**src/rtl/tmr_alu.sv**
```systemverilog
// tmr_alu: ALU with triple-modular-redundant operand coding.
//
// Each operand arrives as three concatenated copies {copy2, copy1, copy0}.
// The copies are majority-voted bit by bit, the voted operands are
// registered together with the op code and the vote flags (stage 1), and
// the ALU result is registered in the output stage (stage 2).
//
// Handshake: a transfer happens on a rising clock edge when valid and ready
// are both high. The whole pipeline moves on the shared enable
// en = !out_valid || out_ready, which is also in_ready; with en low every
// stage holds. The producer keeps its data stable while valid is high and
// ready is low.
//
// Build option: define TMR_ALU_ERRCNT_EN to add the saturating error
// counter behind err_count. Without it err_count is tied to zero and no
// counter register exists.

module tmr_alu #(
   parameter int DATA_W   = 4,
   parameter int ERRCNT_W = 8
) (
   input  logic                  clk,
   input  logic                  rst,
   input  logic                  in_valid,
   output logic                  in_ready,
   input  logic [3*DATA_W-1:0]   a_coded,
   input  logic [3*DATA_W-1:0]   b_coded,
   input  logic [2:0]            op,
   output logic                  out_valid,
   input  logic                  out_ready,
   output logic [DATA_W-1:0]     result_uncoded,
   output logic [3*DATA_W-1:0]   result_coded,
   output logic                  carry,
   output logic                  corrected,
   output logic                  fatal,
   output logic [ERRCNT_W-1:0]   err_count
);

   // Operation encodings
   localparam logic [2:0] OP_ADD  = 3'b000;
   localparam logic [2:0] OP_SUB  = 3'b001;
   localparam logic [2:0] OP_AND  = 3'b010;
   localparam logic [2:0] OP_OR   = 3'b011;
   localparam logic [2:0] OP_XOR  = 3'b100;
   localparam logic [2:0] OP_PASS = 3'b101;
   localparam logic [2:0] OP_ACC  = 3'b110;
   localparam logic [2:0] OP_CLR  = 3'b111;

   // ------------------------------------------------------------------
   // Input decode: copy split, majority vote and disagreement flags
   // ------------------------------------------------------------------
   logic [DATA_W-1:0] a_c0, a_c1, a_c2;
   logic [DATA_W-1:0] b_c0, b_c1, b_c2;
   logic [DATA_W-1:0] a_vote, b_vote;
   logic              a_any_diff, b_any_diff;
   logic              a_all_diff, b_all_diff;
   logic              in_fatal, in_corr;

   assign a_c0 = a_coded[DATA_W-1:0];
   assign a_c1 = a_coded[2*DATA_W-1:DATA_W];
   assign a_c2 = a_coded[3*DATA_W-1:2*DATA_W];
   assign b_c0 = b_coded[DATA_W-1:0];
   assign b_c1 = b_coded[2*DATA_W-1:DATA_W];
   assign b_c2 = b_coded[3*DATA_W-1:2*DATA_W];

   // Per-bit majority of the three copies
   always_comb begin
      a_vote = (a_c0 & a_c1) | (a_c1 & a_c2) | (a_c0 & a_c2);
      b_vote = (b_c0 & b_c1) | (b_c1 & b_c2) | (b_c0 & b_c2);
   end

   // Disagreement detection; a word with three pairwise-different copies
   // cannot be trusted even though the per-bit vote still yields a value
   always_comb begin
      a_any_diff = (a_c0 != a_vote) || (a_c1 != a_vote) || (a_c2 != a_vote);
      b_any_diff = (b_c0 != b_vote) || (b_c1 != b_vote) || (b_c2 != b_vote);
      a_all_diff = (a_c0 != a_c1) && (a_c1 != a_c2) && (a_c0 != a_c2);
      b_all_diff = (b_c0 != b_c1) && (b_c1 != b_c2) && (b_c0 != b_c2);
      in_fatal   = a_all_diff || b_all_diff;
      in_corr    = (a_any_diff || b_any_diff) && !in_fatal;
   end

   // ------------------------------------------------------------------
   // Pipeline control
   // ------------------------------------------------------------------
   logic en;
   logic advance;

   logic              s1_valid;
   logic [DATA_W-1:0] s1_a;
   logic [DATA_W-1:0] s1_b;
   logic [2:0]        s1_op;
   logic              s1_corr;
   logic              s1_fatal;

   logic [DATA_W-1:0] acc;

   assign en       = !out_valid || out_ready;
   assign in_ready = en;
   // A stage-1 entry moves into the output register on this edge
   assign advance  = en && s1_valid;

   // Stage 1: voted operands, op code and vote flags
   always_ff @(posedge clk or negedge rst) begin
      if (!rst) begin
         s1_valid <= 1'b0;
         s1_a     <= '0;
         s1_b     <= '0;
         s1_op    <= OP_ADD;
         s1_corr  <= 1'b0;
         s1_fatal <= 1'b0;
      end else if (en) begin
         s1_valid <= in_valid;
         if (in_valid) begin
            s1_a     <= a_vote;
            s1_b     <= b_vote;
            s1_op    <= op;
            s1_corr  <= in_corr;
            s1_fatal <= in_fatal;
         end
      end
   end

   // ------------------------------------------------------------------
   // ALU on the stage-1 entry. The accumulator is read here and written
   // on the same edge the entry advances, so a following ACC in stage 1
   // always sees the updated value.
   // ------------------------------------------------------------------
   logic [DATA_W:0]   sum_ab;
   logic [DATA_W:0]   dif_ab;
   logic [DATA_W:0]   acc_sum;
   logic [DATA_W-1:0] alu_res;
   logic              alu_carry;
   logic [DATA_W-1:0] acc_next;

   // Widened arithmetic so the top bit is the carry or borrow
   always_comb begin
      sum_ab  = {1'b0, s1_a} + {1'b0, s1_b};
      dif_ab  = {1'b0, s1_a} - {1'b0, s1_b};
      acc_sum = {1'b0, acc}  + {1'b0, s1_a};
   end

   // Operation select, carry and accumulator next value
   always_comb begin
      alu_res   = '0;
      alu_carry = 1'b0;
      acc_next  = acc;
      case (s1_op)
         OP_ADD: begin
            alu_res   = sum_ab[DATA_W-1:0];
            alu_carry = sum_ab[DATA_W];
         end
         OP_SUB: begin
            alu_res   = dif_ab[DATA_W-1:0];
            alu_carry = dif_ab[DATA_W];
         end
         OP_AND:  alu_res = s1_a & s1_b;
         OP_OR:   alu_res = s1_a | s1_b;
         OP_XOR:  alu_res = s1_a ^ s1_b;
         OP_PASS: alu_res = s1_a;
         OP_ACC: begin
            alu_res   = acc_sum[DATA_W-1:0];
            alu_carry = acc_sum[DATA_W];
            acc_next  = acc_sum[DATA_W-1:0];
         end
         OP_CLR: begin
            alu_res  = '0;
            acc_next = '0;
         end
         default: begin
            alu_res = '0;
         end
      endcase
   end

   // Accumulator register, touched only when an entry advances
   always_ff @(posedge clk or negedge rst) begin
      if (!rst) begin
         acc <= '0;
      end else if (advance) begin
         acc <= acc_next;
      end
   end

   // Stage 2: output register
   always_ff @(posedge clk or negedge rst) begin
      if (!rst) begin
         out_valid      <= 1'b0;
         result_uncoded <= '0;
         carry          <= 1'b0;
         corrected      <= 1'b0;
         fatal          <= 1'b0;
      end else if (en) begin
         out_valid <= s1_valid;
         if (s1_valid) begin
            result_uncoded <= alu_res;
            carry          <= alu_carry;
            corrected      <= s1_corr;
            fatal          <= s1_fatal;
         end
      end
   end

   // The coded result is the voted result replicated; it needs no register
   assign result_coded = {result_uncoded, result_uncoded, result_uncoded};

   // ------------------------------------------------------------------
   // Error counter
   // ------------------------------------------------------------------
`ifdef TMR_ALU_ERRCNT_EN
   logic [ERRCNT_W-1:0] err_q;
   localparam logic [ERRCNT_W-1:0] ERR_ONE = {{(ERRCNT_W-1){1'b0}}, 1'b1};

   // Saturating count of advancing entries flagged corrected or fatal
   always_ff @(posedge clk or negedge rst) begin
      if (!rst) begin
         err_q <= '0;
      end else if (advance && (s1_corr || s1_fatal) && (err_q != '1)) begin
         err_q <= err_q + ERR_ONE;
      end
   end

   assign err_count = err_q;
`else
   assign err_count = '0;
`endif

endmodule

```
**config.mk**
```make
export PLATFORM = sky130hd
export DESIGN_NAME = tmr_alu
export DESIGN_NICKNAME = d
export VERILOG_FILES = /design/src/rtl/tmr_alu.sv
export SDC_FILE = /design/constraint.sdc
export NUM_CORES = 1
export LEC_CHECK = 0
export CAP_MARGIN = 20
export CORE_MARGIN = 3
export CORE_UTILIZATION = 54
export DETAILED_ROUTE_END_ITERATION = 8
export MAX_ROUTING_LAYER = met4
export PLACE_DENSITY = 0.86
export SLEW_MARGIN = 0
export SYNTH_ARGS = -nofsm -noshare
export SYNTH_HDL_FRONTEND = slang
export SYNTH_SLANG_ARGS = --single-unit
```
**constraint.sdc**
```tcl
create_clock -name clk -period 4.2 [get_ports clk]
set_input_delay 0.84 -clock clk [delete_from_list [all_inputs] [get_ports clk]]
set_output_delay 0.84 -clock clk [all_outputs]
set_load 0.01 [all_outputs]
```
Word level (Yosys, flattened, before mapping)
Cells that the tools add are included.
{"block": "totals", "in_bits": 31, "register_bits": 26, "mem_bits_rw": 0, "mem_bits_ro": 0, "n_memories": 0, "latchBits": 0}
{"block": "op_classes", "bitwise": 13, "eq_ne": 19, "magnitude_cmp": 0, "n_shift": 0, "div": 0, "multipliers": 0, "n_reduce_logical": 20, "n_mux": 3, "n_addsub": 3}
{"op": "$ne 4x4->1", "n": 12}
{"op": "$pmux 4 s8", "n": 1}
{"op": "$and 4x4->4", "n": 7}
{"op": "$or 4x4->4", "n": 5}
{"op": "$eq 3x3->1 const B", "n": 4}
{"op": "$add 4x4->5", "n": 2}
{"op": "$pmux 4 s2", "n": 1}
{"op": "$logic_or 1x1->1", "n": 7}
{"op": "$eq 3x2->1 const B", "n": 2}
{"op": "$logic_and 1x1->1", "n": 6}
{"op": "$reduce_and 2->1", "n": 3}
{"op": "$sub 4x4->5", "n": 1}
{"op": "$xor 4x4->4", "n": 1}
{"op": "$eq 3x1->1 const B", "n": 1}
{"op": "$logic_not 3->1", "n": 1}
{"op": "$pmux 1 s3", "n": 1}
{"op": "$logic_not 1->1", "n": 2}
{"op": "$reduce_bool 2->1", "n": 1}

Logic depth before layout (Yosys ltp)
Gate-level depths: netlist of run 1.
{"block": "depth", "depth_word": 8, "depth_mapped": 8}

Worst setup path after synthesis of run 1
Ideal clock, no wire load.
{"block": "synth_timing", "path_kind": "input -> register", "from": "in b_coded[5]", "to": "reg s1_corr", "t_arrival_ps": 1904, "n_path_buf": 0, "setup_ps": 126, "cell_stages": 5, "required_time_ps": 4074, "path_slack_ps": 2170, "cell_sequence": "ha_1 -> nor3_1 -> mux2i_1 -> o2111ai_1 -> o32a_1"}
{"block": "synth_between", "elab_chain_len": 8, "elab_cells_between_ends": 17, "cone_classes": "eq/ne: 5; bitwise: 4; reduce/logical: 8"}
{"element": "from (decl)", "line": "27", "source": "input logic [3*DATA_W-1:0] b_coded,"}
{"element": "$and 4x4->4", "line": "69", "source": "b_vote = (b_c0 & b_c1) | (b_c1 & b_c2) | (b_c0 & b_c2);"}
{"element": "$or 4x4->4 (2 in a row)", "line": "69"}
{"element": "$ne 4x4->1", "line": "76", "source": "b_any_diff = (b_c0 != b_vote) || (b_c1 != b_vote) || (b_c2 != b_vote);"}
{"element": "$logic_or 1x1->1 (2 in a row)", "line": "76"}
{"element": "$logic_or 1x1->1", "line": "80", "source": "in_corr = (a_any_diff || b_any_diff) && !in_fatal;"}
{"element": "$logic_and 1x1->1 *", "line": "80"}
{"element": "to (signal assigned)", "line": "118", "source": "s1_corr <= in_corr;"}
{"element": "to (decl)", "line": "93", "source": "logic s1_corr;"}
Every way passes the cells marked *; elsewhere a longest branch is shown, timed or not.
A chain may end at the register's enable or synchronous reset.

Worst setup path in the final report of run 1
{"block": "layout_timing", "from": "in out_ready", "to": "out in_ready"}
{"block": "layout_between", "elab_chain_len": 1}
{"element": "from (decl)", "line": "30", "source": "input logic out_ready,"}
{"element": "$logic_or 1x1->1", "line": "98", "source": "assign en = !out_valid || out_ready;"}
{"element": "to (decl)", "line": "25", "source": "output logic in_ready,"}
No other way between the ends.

==> impl_metrics.env, run 1 <==
export IMPL_antenna_violating_nets_post_route=0
export IMPL_post_synthesis_instance_area_um2=2474
export IMPL_dr_drc_count=0
export IMPL_power_leakage_nw=1.347
export IMPL_maximum_vdd_drop_v=0.0001744
export IMPL_io_buffers=51
export IMPL_grt_remaining_overflow=0
export IMPL_worstPathArrival_ps=2060
export IMPL_clock_slew_at_the_register_clock_pins_of_the_worst_setup_and_hold_paths_ps=90
export IMPL_avg_vias_per_cell=5.556
export IMPL_post_synth_and_or_nand_nor_area_fraction_pct=19.88
export IMPL_number_of_global_route_vias_before_repair=1897
export IMPL_synthesis_yosys_warnings=0
export IMPL_layout_drive_gt1_share_pct=3.595
export IMPL_post_cts_resized=0
export IMPL_syn2layout_area_growth_pct=19.22
export IMPL_clock_sinks=26
export IMPL_critPathMaxStageDelay_ps=570
export IMPL_worst_slew_pin_transition_ps=760.1
export IMPL_synthDistinctLibCells=44
export IMPL_final_cell_mix="sky130_fd_sc_hd__clkdlybuf4s50_1, sky130_fd_sc_hd__ha_1, sky130_fd_sc_hd__nand2_1, sky130_fd_sc_hd__dfrtp_1, sky130_fd_sc_hd__inv_1"
export IMPL_route_vias_total=1978
export IMPL_finalWeightedCongestion=0.8729
export IMPL_wl_um=5026
export IMPL_clock_skew_final_ps=2.215
export IMPL_io_pins=60
export IMPL_worst_r2r_cell_count=6
export IMPL_synthFlopType="sky130_fd_sc_hd__dfrtp_1"
export IMPL_n_fill_cell=334
export IMPL_clockBufferDepth=2
export IMPL_post_synth_fa_ha_maj_area_fraction_pct=22.66
export IMPL_postPlaceCellArea_um2=2878
export IMPL_num_nets_final=381
export IMPL_grt_setup_unrepaired="no"
export IMPL_wire_length_of_the_first_global_routing_pass_um=8280
export IMPL_synth_area_leaders="sky130_fd_sc_hd__dfrtp_1, sky130_fd_sc_hd__ha_1, sky130_fd_sc_hd__buf_4"
export IMPL_final_period_utilization_pct=69.02
export IMPL_dieWidth_um=73.68
export IMPL_final_area_um2=2949
export IMPL_initial_core_util_pct=58.87
export IMPL_gr_usage_all_layers_pct=19.46
export IMPL_layout_cells_most_common="sky130_fd_sc_hd__clkdlybuf4s50_1"
export IMPL_hold_viol_final=0
export IMPL_average_cell_area_after_synthesis_um2=9.094
export IMPL_cts_repair_timing_setup_buffer_count=0
export IMPL_die_area_um2=5429
export IMPL_worst_setup_path_end_kind="output port"
export IMPL_ys_seq_area_share_pct=26.30
export IMPL_count_of_h_tree_levels_built_during_cts=1
export IMPL_reg2reg_slack_ps=2130
export IMPL_post_synth_xor_area_fraction_pct=1.062
export IMPL_synth_top_area_share_pct=26.30
export IMPL_wl_per_cell_um=14.12
export IMPL_top_usage_layer="met2"
export IMPL_crit_path_frequent_cell="sky130_fd_sc_hd__clkdlybuf4s50_1"
export IMPL_crit_path_start="out_ready"
export IMPL_cap_violations=0
export IMPL_fp_coreArea_um2=4202
export IMPL_async_reset_ff_share_pct=100.0
export IMPL_drtPass1Iterations=4
export IMPL_ys_seq_elements=26
export IMPL_main_combinational_cell_family_by_area_after_synthesis="adder cells"
export IMPL_post_synth_mux_area_share_pct=7.638
export IMPL_final_setup_violating_endpoints=0
export IMPL_antennaDiodeCount=0
export IMPL_clock_fmax_mhz=345.0
export IMPL_worst_endpoint_required_ps=3360
export IMPL_initial_antenna_violation_count=0
export IMPL_synth_edff_count=0
export IMPL_rows=23
export IMPL_hold_path_class="register to register"
export IMPL_dp_hpwl_um=4139
export IMPL_critical_path_slowest_cell="sky130_fd_sc_hd__clkdlybuf4s50_1"
export IMPL_period_minus_slack_ps=2899
export IMPL_clkLatencyLatePin_ps=270
export IMPL_grt_met1_usage_pct=23.33
export IMPL_drt_initial_drc_count=159
export IMPL_final_max_slew_viol_count=0
export IMPL_global_route_met3_utilization_pct=2.189
export IMPL_cts_hold_buffers_added=0
export IMPL_worstPathMaxFanout=7
export IMPL_critPathKind="input port to output port"
export IMPL_status="complete, no violations"
export IMPL_synth_top_area_cell="sky130_fd_sc_hd__dfrtp_1"
export IMPL_regToRegStartpoint="s1_a[0]"
export IMPL_synth_compound_area_share_pct=11.68
export IMPL_power_density_cell_area_nw_per_um2=414.7
export IMPL_cts_tree="built"
export IMPL_post_synth_inst_count=272
export IMPL_die_height_um=73.68
export IMPL_gr_usage_met2_pct=36.02
export IMPL_largest_net_degree_at_the_start_of_global_routing=27
export IMPL_timing_critical_path_from_type="input port"
export IMPL_crit_path_end="in_ready"
export IMPL_root_buf_cell="sky130_fd_sc_hd__clkbuf_8"
export IMPL_num_cts_buffers=3
export IMPL_slew_headroom_pct=49.33
export IMPL_timing_setup_tns_ps=0
export IMPL_rr_endpoint="result_uncoded[2]"
export IMPL_cp_cell_sequence="clkdlybuf4s50_1 > nand2b_1 > clkdlybuf4s50_1"
-- power breakdown --
group	leakage, nW	switching, mW	internal, mW
clock network	0.0357	0.0823	0.127
registers	0.314	0.0867	0.314
logic	0.997	0.279	0.334
-- worst min path at each step --
stage,endpoint,depth (start not counted),startpoint
CTS,fatal,2,s1_fatal
global route,acc[3],1,acc[3]
finish,fatal,2,s1_fatal
floorplan,fatal,2,s1_fatal
detailed placement,fatal,2,s1_fatal
global placement,fatal,2,s1_fatal
-- cells in the mapped netlist (5+ instances only) --
master,count
sky130_fd_sc_hd__or3_1,7
sky130_fd_sc_hd__mux2i_1,11
sky130_fd_sc_hd__a21oi_1,7
sky130_fd_sc_hd__dfrtp_1,26
sky130_fd_sc_hd__nand2b_1,5
sky130_fd_sc_hd__nand2_1,26
sky130_fd_sc_hd__ha_1,40
sky130_fd_sc_hd__mux2_1,6
sky130_fd_sc_hd__nor4_1,7
sky130_fd_sc_hd__buf_2,6
sky130_fd_sc_hd__o21ai_0,12
sky130_fd_sc_hd__a21o_1,5
sky130_fd_sc_hd__nor3_1,11
sky130_fd_sc_hd__nor2b_1,6
sky130_fd_sc_hd__nor2_1,11
sky130_fd_sc_hd__inv_1,15
sky130_fd_sc_hd__nand3_1,7
sky130_fd_sc_hd__buf_4,23
-- cells by family after synthesis --
group,count (synthesis)
buf+inv,45
compound gates,44
flops,26
xor+xnor,3
simple gates,92
mux,18
other cells,1
fa+ha+maj,43
-- flip-flops by register name (all words and copies together) (netlist names), 3 cells and up --
register / flops
acc: 4
result_uncoded: 4
s1_a: 4
s1_b: 4
s1_op: 3
-- metrics by stage --
| step | power (mW) | hold WS, ps | cells | util, % | setup WS (ps) |
|---|---|---|---|---|---|
| after floorplan | 0.8168 | 439.4 | 279 | - | 2170 |
| after global placement | 0.9918 | 460.2 | 352 | 68.49 | 1316 |
| after detailed placement | 1.019 | 478.6 | 352 | 68.49 | 1300 |
| after CTS | 1.232 | 494.2 | 356 | 70.19 | 1295 |
| after global routing | 1.312 | 519.8 | 356 | 70.19 | 1229 |
| final | 1.223 | 494.0 | 356 | 70.19 | 1301 |
-- cell type report --
type / instances / area (um^2) / share of cell area [%]
Inverter: 16 / 60.06 / 2.036
Timing Repair Buffer: 52 / 518.0 / 17.56
Sequential cell: 26 / 650.6 / 22.06
Clock buffer: 3 / 41.29 / 1.400
Multi-Input combinational cell: 208 / 1587 / 53.80
Clock inverter: 1 / 30.03 / 1.018
Tap cell: 50 / 62.56 / 2.121
-- metal layers --
| metal | up-vias | part of all wire, % |
|---|---|---|
| met5 | - | 0 |
| met4 | 0 | 0.44 |
| met3 | 4 | 5.2 |
| met2 | 63 | 52 |
| met1 | 903 | 42 |
| li1 | 1008 | - |
-- worst max-delay path, delay by kind of cell --
kind                   cells  cell delay (ps)
buffers and inverters      2             1020
AND/OR/NAND/NOR            1              200
Power figures use the tool's default switching activity.
==> run 2: changes to the inputs <==
Settings changed: CORE_UTILIZATION 54 to 46, PLACE_DENSITY 0.86 to 0.78.
Clock period 4.2 ns to 2.4 ns, I/O delays scaled along.
==> impl_metrics.env, run 2 (same netlist as run 1, synthesis figures left out) <==
export IMPL_cp_cell_sequence="clkdlybuf4s50_1 > nand2b_1 > clkdlybuf4s50_1"
export IMPL_worst_r2r_cell_count=6
export IMPL_clock_slew_at_the_register_clock_pins_of_the_worst_setup_and_hold_paths_ps=100
export IMPL_final_max_slew_viol_count=0
export IMPL_clkLatencyLatePin_ps=270
export IMPL_maximum_vdd_drop_v=0.0004075
export IMPL_power_density_cell_area_nw_per_um2=716.4
export IMPL_critical_path_top_delay_family="buffers and inverters"
export IMPL_dp_hpwl_um=4274
export IMPL_initial_antenna_violation_count=0
export IMPL_worst_path_stages=3
export IMPL_critPathKind="input port to output port"
export IMPL_crit_path_frequent_cell="sky130_fd_sc_hd__clkdlybuf4s50_1"
export IMPL_syn2layout_area_growth_pct=21.45
export IMPL_dieWidth_um=79.33
export IMPL_worst_slew_pin_transition_ps=570.9
export IMPL_antenna_violating_nets_post_route=0
export IMPL_cts_hold_buffers_added=0
export IMPL_final_period_utilization_pct=93.44
export IMPL_clock_skew_final_ps=7.600
export IMPL_cts_repair_timing_setup_buffer_count=0
export IMPL_count_of_h_tree_levels_built_during_cts=1
export IMPL_post_cts_resized=0
export IMPL_grt_setup_unrepaired="no"
export IMPL_multi_input_comb_area_um2=1587
export IMPL_rows=26
export IMPL_largest_net_degree_at_the_start_of_global_routing=27
export IMPL_hold_path_class="register to register"
export IMPL_n_fill_cell=482
export IMPL_num_cts_buffers=3
export IMPL_status="complete, no violations"
export IMPL_timing_setup_tns_ps=0
export IMPL_clockBufferDepth=2
export IMPL_final_core_util_pct=58.45
export IMPL_critical_path_slowest_cell="sky130_fd_sc_hd__clkdlybuf4s50_1"
export IMPL_top_sig_layer="met4"
export IMPL_number_of_global_route_vias_before_repair=1991
export IMPL_finalWeightedCongestion=0.8959
export IMPL_final_setup_violating_endpoints=0
export IMPL_period_minus_slack_ps=2242
export IMPL_grt_remaining_overflow=0
export IMPL_num_nets_final=385
export IMPL_fp_coreArea_um2=5140
export IMPL_wl_um=5221
export IMPL_holdPathStages=2
export IMPL_routed_wl_met2_um=2677
export IMPL_gr_usage_all_layers_pct=17.57
export IMPL_timing_critical_path_from_type="input port"
export IMPL_root_buf_cell="sky130_fd_sc_hd__clkbuf_8"
export IMPL_die_area_um2=6293
export IMPL_worst_setup_path_end_kind="output port"
export IMPL_final_cell_mix="sky130_fd_sc_hd__clkdlybuf4s50_1, sky130_fd_sc_hd__ha_1, sky130_fd_sc_hd__nand2_1, sky130_fd_sc_hd__dfrtp_1, sky130_fd_sc_hd__inv_1"
export IMPL_antennaDiodeCount=0
export IMPL_clock_sinks=26
export IMPL_dr_drc_count=0
export IMPL_wl_per_cell_um=13.74
export IMPL_m1WireLength_um=2239
export IMPL_io_buffers=51
export IMPL_layout_cells_most_common="sky130_fd_sc_hd__clkdlybuf4s50_1"
export IMPL_cts_tree="built"
export IMPL_io_pins=60
export IMPL_worst_endpoint_required_ps=1920
export IMPL_layout_area_seq_um2=650.6
export IMPL_power_leakage_nw=1.366
export IMPL_path_buf_inv=2
export IMPL_wire_length_of_the_first_global_routing_pass_um=8818
export IMPL_hold_viol_final=0
export IMPL_avg_vias_per_cell=5.316
export IMPL_cap_violations=0
export IMPL_die_height_um=79.33
export IMPL_worstPathArrival_ps=1760
export IMPL_clock_fmax_mhz=445.9
export IMPL_amount_of_wire_on_met3_after_detailed_routing_um=264
export IMPL_slew_headroom_pct=61.94
export IMPL_drt_initial_drc_count=116
export IMPL_critPathMaxStageDelay_ps=590
export IMPL_worstPathMaxFanout=7
export IMPL_initial_core_util_pct=48.13
export IMPL_route_vias_total=2020
export IMPL_layout_drive_gt1_share_pct=4.839
export IMPL_drtPass1Iterations=4
==> run 2: worst reg2reg max path, delay by kind of cell (launching register included) <==
family                   cells  cell delay, ps
AO/OA/AOI/OAI                3             670
adder cells (fa/ha/maj)      2             660
flip-flops                   1             450
XOR/XNOR                     1             170
==> run 2: area by class of cell <==
class,instances,share of cell area [%]
Clock inverter,1,0.9996
Multi-Input combinational cell,208,52.81
Clock buffer,3,1.374
Tap cell,70,2.915
Inverter,16,1.999
Timing Repair Buffer,56,18.24
Sequential cell,26,21.66
==> run 2: through the flow <==
stage | area, um^2 | instances | power, mW | worst slack, ps | hold WS [ps]
global placement | 2933 | 376 | 1.757 | 71.73 | 459.5
floorplan | 2500 | 279 | 1.429 | 555.7 | 184.4
detailed placement | 2933 | 376 | 1.797 | 28.71 | 464.2
CTS | 3004 | 380 | 2.165 | 181.8 | 490.9
finish | 3004 | 380 | 2.152 | 157.5 | 498.8
global route | 3004 | 380 | 2.319 | 104.7 | 522.2
==> run 2: worst paths after layout <==
path	from	to	slack, ps
worst max-delay path	out_ready	in_ready	160
worst min-delay path	s1_fatal	fatal	500
worst max register to register	s1_a[0]	result_uncoded[2]	380
worst min register to register	s1_fatal	fatal	500
max in group asynchronous	rst	carry	1590
min in group asynchronous	rst	acc[1]	550
==> run 2: routing by layer <==
layer / GRT usage (%) / vias to the layer above
met2: 31.99 / 66
met3: 2.721 / 6
met1: 20.68 / 929
met4: 3.093 / 0
li1: - / 1019
met5: - / -
==> run 2: power by group <==
part	switching, mW	total, mW	internal, mW	leakage (nW)
combinational	0.496	1.09	0.593	1.02
sequential	0.147	0.696	0.550	0.314
clock	0.144	0.367	0.223	0.0357
==> run 3: changes to the inputs <==
Settings changed: CORE_MARGIN 3 to unset, CTS_CLUSTER_DIAMETER set to 120.
==> impl_metrics.env, run 3 (same netlist as run 1, synthesis figures left out) <==
export IMPL_cts_repair_timing_setup_buffer_count=0
export IMPL_count_of_h_tree_levels_built_during_cts=1
export IMPL_cts_hold_buffers_added=0
export IMPL_hold_path_class="register to register"
export IMPL_hold_viol_final=0
export IMPL_worst_slew_pin_transition_ps=774.9
export IMPL_critPathKind="input port to output port"
export IMPL_clock_slew_at_the_register_clock_pins_of_the_worst_setup_and_hold_paths_ps=90
export IMPL_clockPowerShare_pct=17.2
export IMPL_final_hold_slack_ps=489.5
export IMPL_rows=26
export IMPL_final_cell_mix="sky130_fd_sc_hd__clkdlybuf4s50_1, sky130_fd_sc_hd__ha_1, sky130_fd_sc_hd__nand2_1, sky130_fd_sc_hd__dfrtp_1, sky130_fd_sc_hd__inv_1"
export IMPL_final_period_utilization_pct=92.16
export IMPL_final_setup_violating_endpoints=0
export IMPL_clock_fmax_mhz=452.1
export IMPL_antenna_violating_nets_post_route=0
export IMPL_root_buf_cell="sky130_fd_sc_hd__clkbuf_8"
export IMPL_worstPathMaxFanout=7
export IMPL_dieWidth_um=75.33
export IMPL_drt_initial_drc_count=91
export IMPL_antennaDiodeCount=0
export IMPL_num_cts_buffers=3
export IMPL_worstPathArrival_ps=1730
export IMPL_period_minus_slack_ps=2212
export IMPL_drtPass1Iterations=4
export IMPL_worst_setup_path_end_kind="output port"
export IMPL_reg2reg_slack_ps=330
export IMPL_avg_vias_per_cell=5.203
export IMPL_initial_core_util_pct=48.13
export IMPL_wl_per_cell_um=13.03
export IMPL_layout_drive_gt1_share_pct=4.839
export IMPL_final_core_util_pct=58.45
export IMPL_sequentialPowerShare_pct=32.8
export IMPL_grt_setup_unrepaired="no"
export IMPL_finalWeightedCongestion=0.9133
export IMPL_internal_power_mw=1.363
export IMPL_clockBufferDepth=2
export IMPL_slew_headroom_pct=48.34
export IMPL_final_max_slew_viol_count=0
export IMPL_worst_endpoint_required_ps=1920
export IMPL_route_vias_total=1977
export IMPL_timing_setup_tns_ps=0
export IMPL_fp_coreArea_um2=5140
export IMPL_cts_tree="built"
export IMPL_switching_share_pct=36.30
export IMPL_largest_net_degree_at_the_start_of_global_routing=27
export IMPL_power_density_cell_area_nw_per_um2=712.5
export IMPL_io_pins=60
export IMPL_gr_usage_all_layers_pct=19.63
export IMPL_timing_critical_path_from_type="input port"
export IMPL_die_area_um2=5675
export IMPL_cap_violations=0
export IMPL_multi_input_comb_area_um2=1587
export IMPL_dr_drc_count=0
export IMPL_wire_length_of_the_first_global_routing_pass_um=8349
export IMPL_dp_hpwl_um=4069
export IMPL_clkLatencyLatePin_ps=270
export IMPL_n_fill_cell=498
export IMPL_layout_cells_most_common="sky130_fd_sc_hd__clkdlybuf4s50_1"
export IMPL_syn2layout_area_growth_pct=21.45
export IMPL_clock_sinks=26
export IMPL_maximum_vdd_drop_v=0.0003492
export IMPL_number_of_global_route_vias_before_repair=1902
export IMPL_num_nets_final=385
export IMPL_power_leakage_nw=1.365
export IMPL_post_cts_resized=0
export IMPL_initial_antenna_violation_count=0
export IMPL_grt_remaining_overflow=0
export IMPL_clock_skew_final_ps=3.318
export IMPL_die_height_um=75.33
export IMPL_io_buffers=51
export IMPL_share_comb_of_total_power_pct=49.9
export IMPL_wl_um=4951
export IMPL_layout_area_seq_um2=650.6
export IMPL_netsw_mw=0.7770
export IMPL_status="complete, no violations"
-- run 3: final timing paths --
path / start / endpoint / depth (start not counted)
max: out_ready / in_ready / 3
min: s1_fatal / fatal / 2
max reg2reg: s1_a[1] / result_uncoded[3] / 6
min reg2reg: s1_fatal / fatal / 2
max in group asynchronous: rst / carry / 2
min in group asynchronous: rst / result_uncoded[2] / 2
-- run 3: layout make-up --
cell class,instances,area share (%)
multi-input cells,208,52.81
well taps,70,2.915
clock buffers,3,1.374
flip-flops and latches,26,21.66
clock inverters,1,0.9996
repair buffers,56,18.24
inverters,16,1.999
-- run 3: critical path: stages --
cell and delay, ps:
sky130_fd_sc_hd__clkdlybuf4s50_1 440, sky130_fd_sc_hd__nand2b_1 230, sky130_fd_sc_hd__clkdlybuf4s50_1 580
-- run 3: metal layers --
layer	GRT usage, %	vias to the layer above	part of all wire (%)	routed length [um]
met2	34.72	69	50	2482
met1	23.67	881	44	2172
li1	-	1016	-	-
met5	-	-	0	0
met4	5.761	0	1.7	84
met3	1.984	11	4.3	212
-- run 3: stage by stage --
step           instance area (um^2)  power [mW]  worst slack, ps  cells
2_1_floorplan                  2500       1.429            555.7    279
3_3_place_gp                   2933       1.751            56.99    376
3_5_place_dp                   2933       1.785            34.64    376
4_1_cts                        3004       2.166            187.9    380
5_1_grt                        3004       2.323            125.9    380
6_report                       3004       2.140            188.2    380
-- run 3: power by group through the flow --
stage          sequential (mW)  clock, mW  combinational [mW]
2_1_floorplan            0.673          0               0.757
3_3_place_gp             0.705          0                1.05
3_5_place_dp             0.713          0                1.07
4_1_cts                  0.705      0.382                1.08
5_1_grt                  0.727      0.394                1.20
6_report                 0.703      0.368                1.07
